$ cat config.mk
export PLATFORM = sky130hd
export DESIGN_NAME = id_ex_stage_flat
export DESIGN_NICKNAME = d
export VERILOG_FILES = /design/src/rtl/id_ex_stage_pkg.sv /design/src/rtl/id_ex_stage_if.sv /design/src/rtl/id_ex_stage_fwd_sel_gen.sv /design/src/rtl/id_ex_stage.sv /design/src/flat_wrapper.sv
export SDC_FILE = /design/constraint.sdc
export NUM_CORES = 1
export LEC_CHECK = 0
export CORE_MARGIN = 1.5
export CORE_UTILIZATION = 42
export DETAILED_ROUTE_END_ITERATION = 6
export PLACE_DENSITY = 0.86
export REMOVE_ABC_BUFFERS = 1
export SETUP_SLACK_MARGIN = 0.15
export SLEW_MARGIN = 10
export SYNTH_ARGS = -nofsm -noshare
export SYNTH_HDL_FRONTEND = slang
export SYNTH_SLANG_ARGS = --single-unit
$ cat constraint.sdc
create_clock -name clk_i -period 3 [get_ports clk_i]
set_input_delay 0.6 -clock clk_i [delete_from_list [all_inputs] [get_ports clk_i]]
set_output_delay 0.6 -clock clk_i [all_outputs]
set_load 0.03 [all_outputs]
$ cat src/rtl/id_ex_stage_pkg.sv
// Shared definitions for the ID/EX pipeline register.
//   - Default widths: N (operand/immediate), R (register address), CW (control word).
//   - Operand-mux select encoding, shared by operand A and operand B.
//   - REG_ZERO: the hard-wired zero register, which never takes part in forwarding.
package id_ex_stage_pkg;

  localparam int unsigned N  = 32;
  localparam int unsigned R  = 5;
  localparam int unsigned CW = 8;

  typedef enum logic [1:0] {
    FWD_RF    = 2'b00,  // register-file data
    FWD_EXMEM = 2'b01,  // EX/MEM ALU result
    FWD_MEMWB = 2'b10,  // MEM/WB writeback value
    FWD_IMM   = 2'b11   // immediate, operand B only
  } fwd_sel_e;

  localparam int unsigned REG_ZERO = 0;

endpackage

$ cat src/rtl/id_ex_stage_if.sv
// Bundle of the ID-side, hazard-side and EX-side signals of the ID/EX register.
//   master: decode/hazard logic (drives id_*, flush, hold, exmem_*; sees stall, ex_*)
//   slave : the id_ex_stage register itself
interface id_ex_stage_if #(
  parameter int unsigned N  = id_ex_stage_pkg::N,
  parameter int unsigned R  = id_ex_stage_pkg::R,
  parameter int unsigned CW = id_ex_stage_pkg::CW
);
  import id_ex_stage_pkg::*;

  // Decode side
  logic          id_valid;
  logic [R-1:0]  id_rs;
  logic [R-1:0]  id_rt;
  logic          id_uses_rs;
  logic          id_uses_rt;
  logic          id_alu_src_imm;
  logic [R-1:0]  id_rd;
  logic          id_reg_write;
  logic          id_mem_read;
  logic [N-1:0]  id_rs_data;
  logic [N-1:0]  id_rt_data;
  logic [N-1:0]  id_imm;
  logic [CW-1:0] id_ctrl;

  // Hazard/branch control and the instruction currently in EX/MEM
  logic          flush;
  logic          hold;
  logic          exmem_reg_write;
  logic [R-1:0]  exmem_rd;

  // Outputs
  logic          stall;
  logic          ex_valid;
  logic [N-1:0]  ex_rs_data;
  logic [N-1:0]  ex_rt_data;
  logic [N-1:0]  ex_imm;
  logic [R-1:0]  ex_rd;
  logic          ex_reg_write;
  logic          ex_mem_read;
  logic [CW-1:0] ex_ctrl;
  logic [1:0]    ex_fwd_a_sel;
  logic [1:0]    ex_fwd_b_sel;

  modport master (
    output id_valid, id_rs, id_rt, id_uses_rs, id_uses_rt, id_alu_src_imm, id_rd,
           id_reg_write, id_mem_read, id_rs_data, id_rt_data, id_imm, id_ctrl,
           flush, hold, exmem_reg_write, exmem_rd,
    input  stall, ex_valid, ex_rs_data, ex_rt_data, ex_imm, ex_rd, ex_reg_write,
           ex_mem_read, ex_ctrl, ex_fwd_a_sel, ex_fwd_b_sel
  );

  modport slave (
    input  id_valid, id_rs, id_rt, id_uses_rs, id_uses_rt, id_alu_src_imm, id_rd,
           id_reg_write, id_mem_read, id_rs_data, id_rt_data, id_imm, id_ctrl,
           flush, hold, exmem_reg_write, exmem_rd,
    output stall, ex_valid, ex_rs_data, ex_rt_data, ex_imm, ex_rd, ex_reg_write,
           ex_mem_read, ex_ctrl, ex_fwd_a_sel, ex_fwd_b_sel
  );

endinterface

$ cat src/rtl/id_ex_stage_fwd_sel_gen.sv
// Combinational forwarding-select generator for one EX operand.
//   uses_i            : the instruction in ID reads this source
//   src_i             : source register number
//   alu_src_imm_i     : operand is the immediate (honoured only when ImmOverride=1)
//   ex_*_i            : the instruction now in EX (it will sit in EX/MEM next cycle)
//   exmem_*_i         : the instruction now in EX/MEM (it will sit in MEM/WB next cycle)
//   sel_o             : select to be registered alongside the instruction
module id_ex_stage_fwd_sel_gen #(
  parameter int unsigned R           = id_ex_stage_pkg::R,
  parameter bit          ImmOverride = 1'b0
) (
  input  logic         uses_i,
  input  logic [R-1:0] src_i,
  input  logic         alu_src_imm_i,
  input  logic         ex_valid_i,
  input  logic         ex_reg_write_i,
  input  logic [R-1:0] ex_rd_i,
  input  logic         exmem_reg_write_i,
  input  logic [R-1:0] exmem_rd_i,
  output logic [1:0]   sel_o
);
  import id_ex_stage_pkg::*;

  logic src_nonzero;
  logic ex_hit;
  logic exmem_hit;

  assign src_nonzero = (src_i != R'(REG_ZERO));
  assign ex_hit      = ex_valid_i & ex_reg_write_i & (ex_rd_i == src_i) & src_nonzero;
  assign exmem_hit   = exmem_reg_write_i & (exmem_rd_i == src_i) & src_nonzero;

  // The EX instruction is younger than the EX/MEM one, so its value wins.
  always_comb begin
    sel_o = FWD_RF;
    if (ImmOverride && alu_src_imm_i) begin
      sel_o = FWD_IMM;
    end else if (uses_i && ex_hit) begin
      sel_o = FWD_EXMEM;
    end else if (uses_i && exmem_hit) begin
      sel_o = FWD_MEMWB;
    end
  end

endmodule

$ cat src/rtl/id_ex_stage.sv
// ID/EX pipeline register with load-use detection and registered forwarding selects.
//   clk_i  : clock, rising edge
//   rst_ni : synchronous active-low reset
//   bus    : id_ex_stage_if slave port (ID inputs, flush/hold, EX/MEM destination,
//            combinational stall, registered ex_* outputs and operand-mux selects)
// Update priority on each edge: reset > flush > hold > load-use bubble > load.
module id_ex_stage #(
  parameter int unsigned N  = id_ex_stage_pkg::N,
  parameter int unsigned R  = id_ex_stage_pkg::R,
  parameter int unsigned CW = id_ex_stage_pkg::CW
) (
  input  logic         clk_i,
  input  logic         rst_ni,
  id_ex_stage_if.slave bus
);
  import id_ex_stage_pkg::*;

  typedef struct packed {
    logic          valid;
    logic [N-1:0]  rs_data;
    logic [N-1:0]  rt_data;
    logic [N-1:0]  imm;
    logic [R-1:0]  rd;
    logic          reg_write;
    logic          mem_read;
    logic [CW-1:0] ctrl;
    logic [1:0]    fwd_a;
    logic [1:0]    fwd_b;
  } ex_reg_t;

  ex_reg_t ex_q, ex_d, id_pkt;

  logic [1:0] fwd_a_sel;
  logic [1:0] fwd_b_sel;
  logic       load_in_ex;
  logic       rs_hazard;
  logic       rt_hazard;
  logic       stall;

  id_ex_stage_fwd_sel_gen #(
    .R          (R),
    .ImmOverride(1'b0)
  ) u_fwd_a (
    .uses_i           (bus.id_uses_rs),
    .src_i            (bus.id_rs),
    .alu_src_imm_i    (1'b0),
    .ex_valid_i       (ex_q.valid),
    .ex_reg_write_i   (ex_q.reg_write),
    .ex_rd_i          (ex_q.rd),
    .exmem_reg_write_i(bus.exmem_reg_write),
    .exmem_rd_i       (bus.exmem_rd),
    .sel_o            (fwd_a_sel)
  );

  id_ex_stage_fwd_sel_gen #(
    .R          (R),
    .ImmOverride(1'b1)
  ) u_fwd_b (
    .uses_i           (bus.id_uses_rt),
    .src_i            (bus.id_rt),
    .alu_src_imm_i    (bus.id_alu_src_imm),
    .ex_valid_i       (ex_q.valid),
    .ex_reg_write_i   (ex_q.reg_write),
    .ex_rd_i          (ex_q.rd),
    .exmem_reg_write_i(bus.exmem_reg_write),
    .exmem_rd_i       (bus.exmem_rd),
    .sel_o            (fwd_b_sel)
  );

  // A load in EX cannot forward until it reaches MEM/WB's input, so a dependent
  // instruction in ID waits one cycle. rt only matters when B is not the immediate.
  assign load_in_ex = ex_q.valid & ex_q.mem_read & ex_q.reg_write &
                      (ex_q.rd != R'(REG_ZERO));
  assign rs_hazard  = bus.id_uses_rs & (bus.id_rs == ex_q.rd);
  assign rt_hazard  = bus.id_uses_rt & ~bus.id_alu_src_imm & (bus.id_rt == ex_q.rd);
  assign stall      = bus.id_valid & load_in_ex & (rs_hazard | rt_hazard) &
                      ~bus.flush & ~bus.hold;

  always_comb begin
    id_pkt           = '0;
    id_pkt.valid     = bus.id_valid;
    id_pkt.rs_data   = bus.id_rs_data;
    id_pkt.rt_data   = bus.id_rt_data;
    id_pkt.imm       = bus.id_imm;
    id_pkt.rd        = bus.id_rd;
    id_pkt.reg_write = bus.id_reg_write;
    id_pkt.mem_read  = bus.id_mem_read;
    id_pkt.ctrl      = bus.id_ctrl;
    id_pkt.fwd_a     = fwd_a_sel;
    id_pkt.fwd_b     = fwd_b_sel;
  end

  // A bubble is an all-zero slot: invalid, no write, no load, selects at FWD_RF.
  always_comb begin
    ex_d = ex_q;
    if (bus.flush) begin
      ex_d = '0;
    end else if (bus.hold) begin
      ex_d = ex_q;
    end else if (stall) begin
      ex_d = '0;
    end else begin
      ex_d = id_pkt;
    end
  end

  always_ff @(posedge clk_i) begin
    if (!rst_ni) begin
      ex_q <= '0;
    end else begin
      ex_q <= ex_d;
    end
  end

  assign bus.stall        = stall;
  assign bus.ex_valid     = ex_q.valid;
  assign bus.ex_rs_data   = ex_q.rs_data;
  assign bus.ex_rt_data   = ex_q.rt_data;
  assign bus.ex_imm       = ex_q.imm;
  assign bus.ex_rd        = ex_q.rd;
  assign bus.ex_reg_write = ex_q.reg_write;
  assign bus.ex_mem_read  = ex_q.mem_read;
  assign bus.ex_ctrl      = ex_q.ctrl;
  assign bus.ex_fwd_a_sel = ex_q.fwd_a;
  assign bus.ex_fwd_b_sel = ex_q.fwd_b;

endmodule

$ cat src/flat_wrapper.sv
// flat-port wrapper written by rule: the top's interface ports become plain ports
module id_ex_stage_flat import id_ex_stage_pkg::*;
#(
  parameter int unsigned N  = id_ex_stage_pkg::N,
  parameter int unsigned R  = id_ex_stage_pkg::R,
  parameter int unsigned CW = id_ex_stage_pkg::CW
)
  (clk_i, rst_ni, bus_id_valid, bus_id_rs, bus_id_rt, bus_id_uses_rs, bus_id_uses_rt, bus_id_alu_src_imm, bus_id_rd, bus_id_reg_write, bus_id_mem_read, bus_id_rs_data, bus_id_rt_data, bus_id_imm, bus_id_ctrl, bus_flush, bus_hold, bus_exmem_reg_write, bus_exmem_rd, bus_stall, bus_ex_valid, bus_ex_rs_data, bus_ex_rt_data, bus_ex_imm, bus_ex_rd, bus_ex_reg_write, bus_ex_mem_read, bus_ex_ctrl, bus_ex_fwd_a_sel, bus_ex_fwd_b_sel);
  id_ex_stage_if #(.N(N), .R(R), .CW(CW)) bus_i ();
  input  logic clk_i;
  input  logic rst_ni;
  input wire logic [$bits(bus_i.id_valid)-1:0] bus_id_valid;
  input wire logic [$bits(bus_i.id_rs)-1:0] bus_id_rs;
  input wire logic [$bits(bus_i.id_rt)-1:0] bus_id_rt;
  input wire logic [$bits(bus_i.id_uses_rs)-1:0] bus_id_uses_rs;
  input wire logic [$bits(bus_i.id_uses_rt)-1:0] bus_id_uses_rt;
  input wire logic [$bits(bus_i.id_alu_src_imm)-1:0] bus_id_alu_src_imm;
  input wire logic [$bits(bus_i.id_rd)-1:0] bus_id_rd;
  input wire logic [$bits(bus_i.id_reg_write)-1:0] bus_id_reg_write;
  input wire logic [$bits(bus_i.id_mem_read)-1:0] bus_id_mem_read;
  input wire logic [$bits(bus_i.id_rs_data)-1:0] bus_id_rs_data;
  input wire logic [$bits(bus_i.id_rt_data)-1:0] bus_id_rt_data;
  input wire logic [$bits(bus_i.id_imm)-1:0] bus_id_imm;
  input wire logic [$bits(bus_i.id_ctrl)-1:0] bus_id_ctrl;
  input wire logic [$bits(bus_i.flush)-1:0] bus_flush;
  input wire logic [$bits(bus_i.hold)-1:0] bus_hold;
  input wire logic [$bits(bus_i.exmem_reg_write)-1:0] bus_exmem_reg_write;
  input wire logic [$bits(bus_i.exmem_rd)-1:0] bus_exmem_rd;
  output wire logic [$bits(bus_i.stall)-1:0] bus_stall;
  output wire logic [$bits(bus_i.ex_valid)-1:0] bus_ex_valid;
  output wire logic [$bits(bus_i.ex_rs_data)-1:0] bus_ex_rs_data;
  output wire logic [$bits(bus_i.ex_rt_data)-1:0] bus_ex_rt_data;
  output wire logic [$bits(bus_i.ex_imm)-1:0] bus_ex_imm;
  output wire logic [$bits(bus_i.ex_rd)-1:0] bus_ex_rd;
  output wire logic [$bits(bus_i.ex_reg_write)-1:0] bus_ex_reg_write;
  output wire logic [$bits(bus_i.ex_mem_read)-1:0] bus_ex_mem_read;
  output wire logic [$bits(bus_i.ex_ctrl)-1:0] bus_ex_ctrl;
  output wire logic [$bits(bus_i.ex_fwd_a_sel)-1:0] bus_ex_fwd_a_sel;
  output wire logic [$bits(bus_i.ex_fwd_b_sel)-1:0] bus_ex_fwd_b_sel;
  assign bus_i.id_valid = bus_id_valid;
  assign bus_i.id_rs = bus_id_rs;
  assign bus_i.id_rt = bus_id_rt;
  assign bus_i.id_uses_rs = bus_id_uses_rs;
  assign bus_i.id_uses_rt = bus_id_uses_rt;
  assign bus_i.id_alu_src_imm = bus_id_alu_src_imm;
  assign bus_i.id_rd = bus_id_rd;
  assign bus_i.id_reg_write = bus_id_reg_write;
  assign bus_i.id_mem_read = bus_id_mem_read;
  assign bus_i.id_rs_data = bus_id_rs_data;
  assign bus_i.id_rt_data = bus_id_rt_data;
  assign bus_i.id_imm = bus_id_imm;
  assign bus_i.id_ctrl = bus_id_ctrl;
  assign bus_i.flush = bus_flush;
  assign bus_i.hold = bus_hold;
  assign bus_i.exmem_reg_write = bus_exmem_reg_write;
  assign bus_i.exmem_rd = bus_exmem_rd;
  assign bus_stall = bus_i.stall;
  assign bus_ex_valid = bus_i.ex_valid;
  assign bus_ex_rs_data = bus_i.ex_rs_data;
  assign bus_ex_rt_data = bus_i.ex_rt_data;
  assign bus_ex_imm = bus_i.ex_imm;
  assign bus_ex_rd = bus_i.ex_rd;
  assign bus_ex_reg_write = bus_i.ex_reg_write;
  assign bus_ex_mem_read = bus_i.ex_mem_read;
  assign bus_ex_ctrl = bus_i.ex_ctrl;
  assign bus_ex_fwd_a_sel = bus_i.ex_fwd_a_sel;
  assign bus_ex_fwd_b_sel = bus_i.ex_fwd_b_sel;
  id_ex_stage #(.N(N), .R(R), .CW(CW)) u_core (.clk_i(clk_i), .rst_ni(rst_ni), .bus(bus_i));
endmodule
==> qor.txt, run 1 <==
Tot GR Track Use - 0.2655
# DRC - 0
Routability Congestion - 0.8914
Crit path DAT - 2.15 ns
Overflow after GRT - 0
Setup CP Type - input pin to output port
Number of antenna-violating nets in the routed design - 0
Die Span Y - 106.8 um
CTS root buffer - clkbuf_8
First-pass GRT wire length - 23830 um
WP data required - 2.40 ns
Placed Cells incl. Taps - 907
Share of cells above drive strength 1 - 0.05729
Setup_tns - 0 ns
Post-synthesis sequential area ratio - 0.5136
Critical path peak fanout - 3
Initial antenna violation count - 0
Slowest cell delay on critical path - 0.49 ns
Vias - 4981
Post-synth ARST share - 0
# rows - 37
Min-delay src - u_core.bus.ex_imm[23]
Critical-path cell list - clkdlybuf4s50_1, xor2_1, nor4_1, and3_1, o21ai_4, inv_1, buf_4
CP max-delay cell - clkdlybuf4s50_1
Clk_lat worst skew - 0.51 ns
Worst vdd ir - 0.3076 mV
Initial Util - 0.4361
Crit. Startpoint - bus_id_rs[3]
Max-Cap Viols - 0
Status - completed
# diodes - 0
Total Wirelength - 15570 um
Pins Over Slew Limit - 0
Crit start category - input pin
CP Capture Type - output port
CTS buffer count - 17
Ports - 252
Post-synthesis register bit count - 116
Drt first pass iters - 5
DR WL/cell - 16.58 um
Hold Vio Cnt, Final - 0
Port Buffer Count - 251
Post-Synthesis Cells - 562
Post-layout util - 0.7375
Syn-to-layout area delta - 69.12%
Vias in the first global route - 4840
Clk_skew - 0.008950 ns
Prevailing post-synth register cell - dfxtp_1
Pin count of the biggest net entering global routing - 115
Hold WC Path Type - flop to flop
Setup violations, final - 0
Hold_buf cts - 0
Clock tree sinks - 116
Leakage - 2.730 nW
Clock Pin Slew Worst Setup and Hold Paths - 0.06 ns
Die Width - 106.8 um
Clock Path Buffers - 2
H-Tree Level Count - 4
Hold WS - 0.4565 ns
Most common cell after layout, fill and taps aside - clkdlybuf4s50_1
Detailed router's first-iteration violation count - 305
Commonest cells after routing, fill and taps aside - clkdlybuf4s50_1, nand2_1, dfxtp_1, a21oi_1, nand3_1
Fmax achieved - 0.3636 GHz
Reg-to-Reg Start - u_core.bus.ex_rd[1]
Post-synth cell types - 26
Vias per cell - 5.305
CTS tree - yes
Hpwl dp - 10480 um
Finished Layout Cells - 939
Min Clock Period, post-route - 2.750 ns
Core area - 0.01037 mm2
Syn. warnings - 0
Power Density - 549.5 mW/mm2
Slew HR - 0.5390
Post-synth EDFFs - 0
Synthesized area per cell - 8.046 um2
Die ar. - 0.01140 mm2
Final period utilization - 0.9168
Worst-margin pin slew - 0.6916 ns
RSZ-0062 raised after global routing - no
# nets final - 925
Synth Cell Area - 0.004522 mm2
[area by class of cell]
cell class	count	area [um2]
fillers	795	2723
flip-flops and latches	116	2322
multi-input cells	393	1954
inverters	3	12.51
repair buffers	259	2592
clock buffers	17	414.1
clock inverters	15	181.4
well taps	136	170.2
[sequential cells by signal (all words and copies together), names as in the netlist]
| register | cells |
|---|---|
| u_core.bus.ex_imm | 32 |
| u_core.bus.ex_rs_data | 32 |
| u_core.bus.ex_rt_data | 32 |
| u_core.bus.ex_ctrl | 8 |
| u_core.bus.ex_rd | 5 |
| u_core.bus.ex_fwd_a_sel | 2 |
| u_core.bus.ex_fwd_b_sel | 2 |
| u_core.bus.ex_mem_read | 1 |
| u_core.bus.ex_reg_write | 1 |
| u_core.bus.ex_valid | 1 |
[critical path: cells and delay by family]
kind | cells | cell delay [ns]
AO/OA/AOI/OAI | 1 | 0.10
XOR/XNOR | 1 | 0.18
buffers and inverters | 3 | 0.73
AND/OR/NAND/NOR | 2 | 0.54
[synthesized netlist by cell type (4+ instances only)]
cell type  number  area [um2]
nand3_1       111       555.5
clkbuf_1       36       135.1
nor3_1          4       20.02
dfxtp_1       116        2322
buf_2           5       25.02
nand4_1         5       31.28
nand2_1       118       442.9
a21oi_1       115       575.6
xor2_1          4       35.03
xnor2_1        16       140.1
nor2_1          5       18.77
buf_6           7       78.83
[stage by stage]
step | worst slack [ns] | total power (W) | cell area, um2
2_1_floorplan | -0.5164 | 0.001879 | 4275
3_3_place_gp | 0.3012 | 0.002208 | 7047
3_5_place_dp | 0.2575 | 0.002224 | 7047
4_1_cts | 0.2452 | 0.004227 | 7642
5_1_grt | 0.1652 | 0.004354 | 7647
6_report | 0.2497 | 0.004202 | 7647
[worst paths after layout]
path	endpoint	slack, ns	cells after the start
max reg2reg	u_core.bus.ex_rt_data[4]	0.91	7
min	u_core.bus.ex_imm[23]	0.46	2
min reg2reg	u_core.bus.ex_imm[23]	0.46	2
max	bus_stall	0.25	7
[power breakdown]
part / internal (W) / switching [W] / leakage, nW
logic: 0.000297 / 0.000282 / 1.51
clock network: 0.00127 / 0.000736 / 0.277
registers: 0.00159 / 0.0000287 / 0.945
[logic make-up after synthesis]
| kind of cell | share of synthesized area |
|---|---|
| XOR/XNOR | 0.03874 |
| AND/OR/NAND/NOR | 0.2507 |
| flip-flops | 0.5136 |
| AO/OA/AOI/OAI | 0.1400 |
| buffers and inverters | 0.05700 |
[what timing repair did]
action / in CTS / in global routing
endpoints found under the setup margin: 0 / 1
resized for setup: 0 / 1
buffers inserted: 0 / 0
hold endpoints to repair: 0 / 0
[per-layer routing]
layer  global-route usage  share of wire  wire length (um)
met5                    0              0                 0
met4               0.1400          0.035               550
met3              0.09483          0.082              1279
met2               0.4638           0.51              8005
met1               0.2788           0.37              5731
Power figures use the tool's default switching activity.
==> run 2: changes to the inputs <==
Settings changed: CORE_UTILIZATION 42 to 44, PLACE_DENSITY 0.86 to 0.87, SYNTH_HIERARCHICAL set to 1.
==> run 2 against run 1 <==
Net effect: wire length is 7.6% higher; cell count is 2.4% higher; setup slack better by 0.0052 ns; largest power group unchanged; final area is 8.4% higher; critical path type unchanged; clock power hardly changed; register-to-register slack worse by 0.10 ns; critical path depth is 1 lower; die area is 7.3% higher.
==> qor.txt, run 2 <==
Post-Synthesis Cells - 587 (+4.4%)
WHS Path Cells - 2 (unchanged)
Tot GR Track Use - 0.2587 (-0.006745)
Vias in the first global route - 5299 (+9.5%)
CTS root buffer - clkbuf_16
Hold EP - u_core/bus.ex_rt_data[12]
CTS buffer count - 17 (unchanged)
Die Span Y - 110.6 um (+3.6%)
Pin count of the biggest net entering global routing - 117 (+1.7%)
Status - completed
DR WL/cell - 17.40 um (+5.0%)
Synthesized area per cell - 8.675 um2 (+7.8%)
Core area - 0.01137 mm2 (+9.6%)
Hold_buf cts - 0 (unchanged)
Dpl ws - 0.2157 ns (-0.04184 ns)
Clk_lat worst skew - 0.40 ns (-0.11 ns)
Commonest cells after routing, fill and taps aside - clkdlybuf4s50_1, nand2_1, a32oi_1, dfxtp_1, o21ai_0
Final period utilization - 0.9150 (-0.001748)
Drt first pass iters - 5 (unchanged)
WP data required - 2.40 ns (about the same)
Critical path peak fanout - 4 (+1)
Placed Cells incl. Taps - 930 (+2.5%)
CTS tree - yes
Port Buffer Count - 251 (unchanged)
Reg-to-Reg Start - u_core/bus.ex_rd[0]
RSZ-0062 raised after global routing - no
Min Clock Period, post-route - 2.745 ns (-0.005244 ns)
Fill cell count - 845 (+6.3%)
Detailed router's first-iteration violation count - 564 (+85%)
Leakage - 2.756 nW (+0.93%)
Finished Layout Cells - 962 (+2.4%)
Hold WC Path Type - flop to flop
Crit start category - input pin
Worst vdd ir - 0.4112 mV (+34%)
Routability Congestion - 0.8735 (-2.0%)
Max-Cap Viols - 0 (unchanged)
Hold Vio Cnt, Final - 0 (unchanged)
Share of cells above drive strength 1 - 0.06471 (+0.007428)
Overflow after GRT - 0 (unchanged)
Min-delay src - u_core/bus.ex_rt_data[12]
Final worst slack - 0.2550 ns (+0.005244 ns)
Syn-to-layout area delta - 62.73%
Ports - 252 (unchanged)
Number of antenna-violating nets in the routed design - 0 (unchanged)
Fmax achieved - 0.3643 GHz (+0.19%)
R2R depth - 5 (-2)
Syn. warnings - 6 (+6)
Pins Over Slew Limit - 0 (unchanged)
Total Wirelength - 16740 um (+7.6%)
First-pass GRT wire length - 26160 um (+9.8%)
Clock Pin Slew Worst Setup and Hold Paths - 0.05 ns (about the same)
# DRC - 0 (unchanged)
Setup CP Type - input pin to output port
Synth Cell Area - 0.005092 mm2 (+13%)
Most common cell after layout, fill and taps aside - clkdlybuf4s50_1
Setup violations, final - 0 (unchanged)
Reg2Reg Setup Slack - 0.81 ns (-0.10 ns)
# rows - 39 (+5.4%)
Die ar. - 0.01223 mm2 (+7.3%)
Clock tree sinks - 116 (unchanged)
Worst-margin pin slew - 0.5631 ns (-0.1285 ns)
Hpwl dp - 11080 um (+5.7%)
# diodes - 0 (unchanged)
Slew HR - 0.6246 (+0.08563)
Vias - 5597 (+12%)
Clk_skew - 0.01498 ns (+0.006025 ns)
Power Density - 544.2 mW/mm2 (-0.97%)
Crit path DAT - 2.15 ns (about the same)
Hold WS - 0.4703 ns (+0.01376 ns)
Clock Path Buffers - 2 (unchanged)
Reg2reg end - u_core/bus.ex_rs_data[24]
H-Tree Level Count - 4 (unchanged)
Initial antenna violation count - 0 (unchanged)
Initial Util - 0.4479 (+0.01184)
Die Width - 110.6 um (+3.6%)
Vias per cell - 5.818 (+9.7%)
# nets final - 941 (+1.7%)
CP Capture Type - output port
-- run 2: worst max path at each step --
stage	endpoint	startpoint	cells after the start
floorplan	u_core/bus.ex_rs_data[0]	bus_hold	4
global placement	bus_stall	bus_id_rt[3]	6
detailed placement	bus_stall	bus_id_rt[3]	6
CTS	bus_stall	bus_id_rt[3]	6
global route	bus_stall	bus_id_rt[3]	6
finish	bus_stall	bus_id_rt[3]	6
-- run 2: routing by layer --
layer / wire (um) / up-vias / track usage / share of wire
met3: 1109 / 38 / 0.07135 / 0.066
met2: 8303 / 252 / 0.4333 / 0.50
li1: - / 2662 / - / -
met5: 0 / - / 0 / 0
met1: 6911 / 2645 / 0.3057 / 0.41
met4: 418 / 0 / 0.1248 / 0.025
-- run 2: report_power, final --
| part | internal [W] | switching (W) | total, W |
|---|---|---|---|
| registers | 0.00164 | 0.0000633 | 0.00170 |
| clock network | 0.00126 | 0.000723 | 0.00198 |
| logic | 0.000406 | 0.000423 | 0.000829 |
| total | 0.00330 | 0.00121 | 0.00451 |
-- run 2: repair_timing --
| action | CTS | global route |
|---|---|---|
| buffers inserted | 0 | 0 |
| resized for setup | 0 | 1 |
| setup endpoints to repair | 0 | 1 |
-- run 2: critical path: stages --
cell             delay, ns
clkdlybuf4s50_1       0.57
xnor2_1               0.14
nand4_1               0.15
o22ai_4               0.24
nor2b_2               0.25
buf_4                 0.19
-- run 2: area by class of cell --
| class | instances | area, um2 | area share |
|---|---|---|---|
| Inverter | 1 | 3.754 | 0.0004530 |
| Tap cell | 143 | 178.9 | 0.02159 |
| Multi-Input combinational cell | 407 | 2526 | 0.3048 |
| Sequential cell | 116 | 2322 | 0.2802 |
| Clock inverter | 13 | 150.1 | 0.01812 |
| Clock buffer | 19 | 442.9 | 0.05345 |
| Timing Repair Buffer | 263 | 2663 | 0.3213 |
-- run 2: through the flow --
| step | util | instance area (um2) | power, W | setup TNS, ns |
|---|---|---|---|---|
| 2_1_floorplan | - | 4827 | 0.002095 | -259.13 |
| 3_3_place_gp | 0.6765 | 7691 | 0.002532 | 0 |
| 3_5_place_dp | 0.6765 | 7691 | 0.002554 | 0 |
| 4_1_cts | 0.7286 | 8284 | 0.004551 | 0 |
| 5_1_grt | 0.7288 | 8287 | 0.004679 | 0 |
| 6_report | 0.7288 | 8287 | 0.004509 | 0 |
==> run 3: changes to the inputs <==
Settings changed: CAP_MARGIN set to 20, CTS_CLUSTER_SIZE set to 24.
==> results of run 3 <==
Final layout, timing and power as in run 2 (identical DEF).
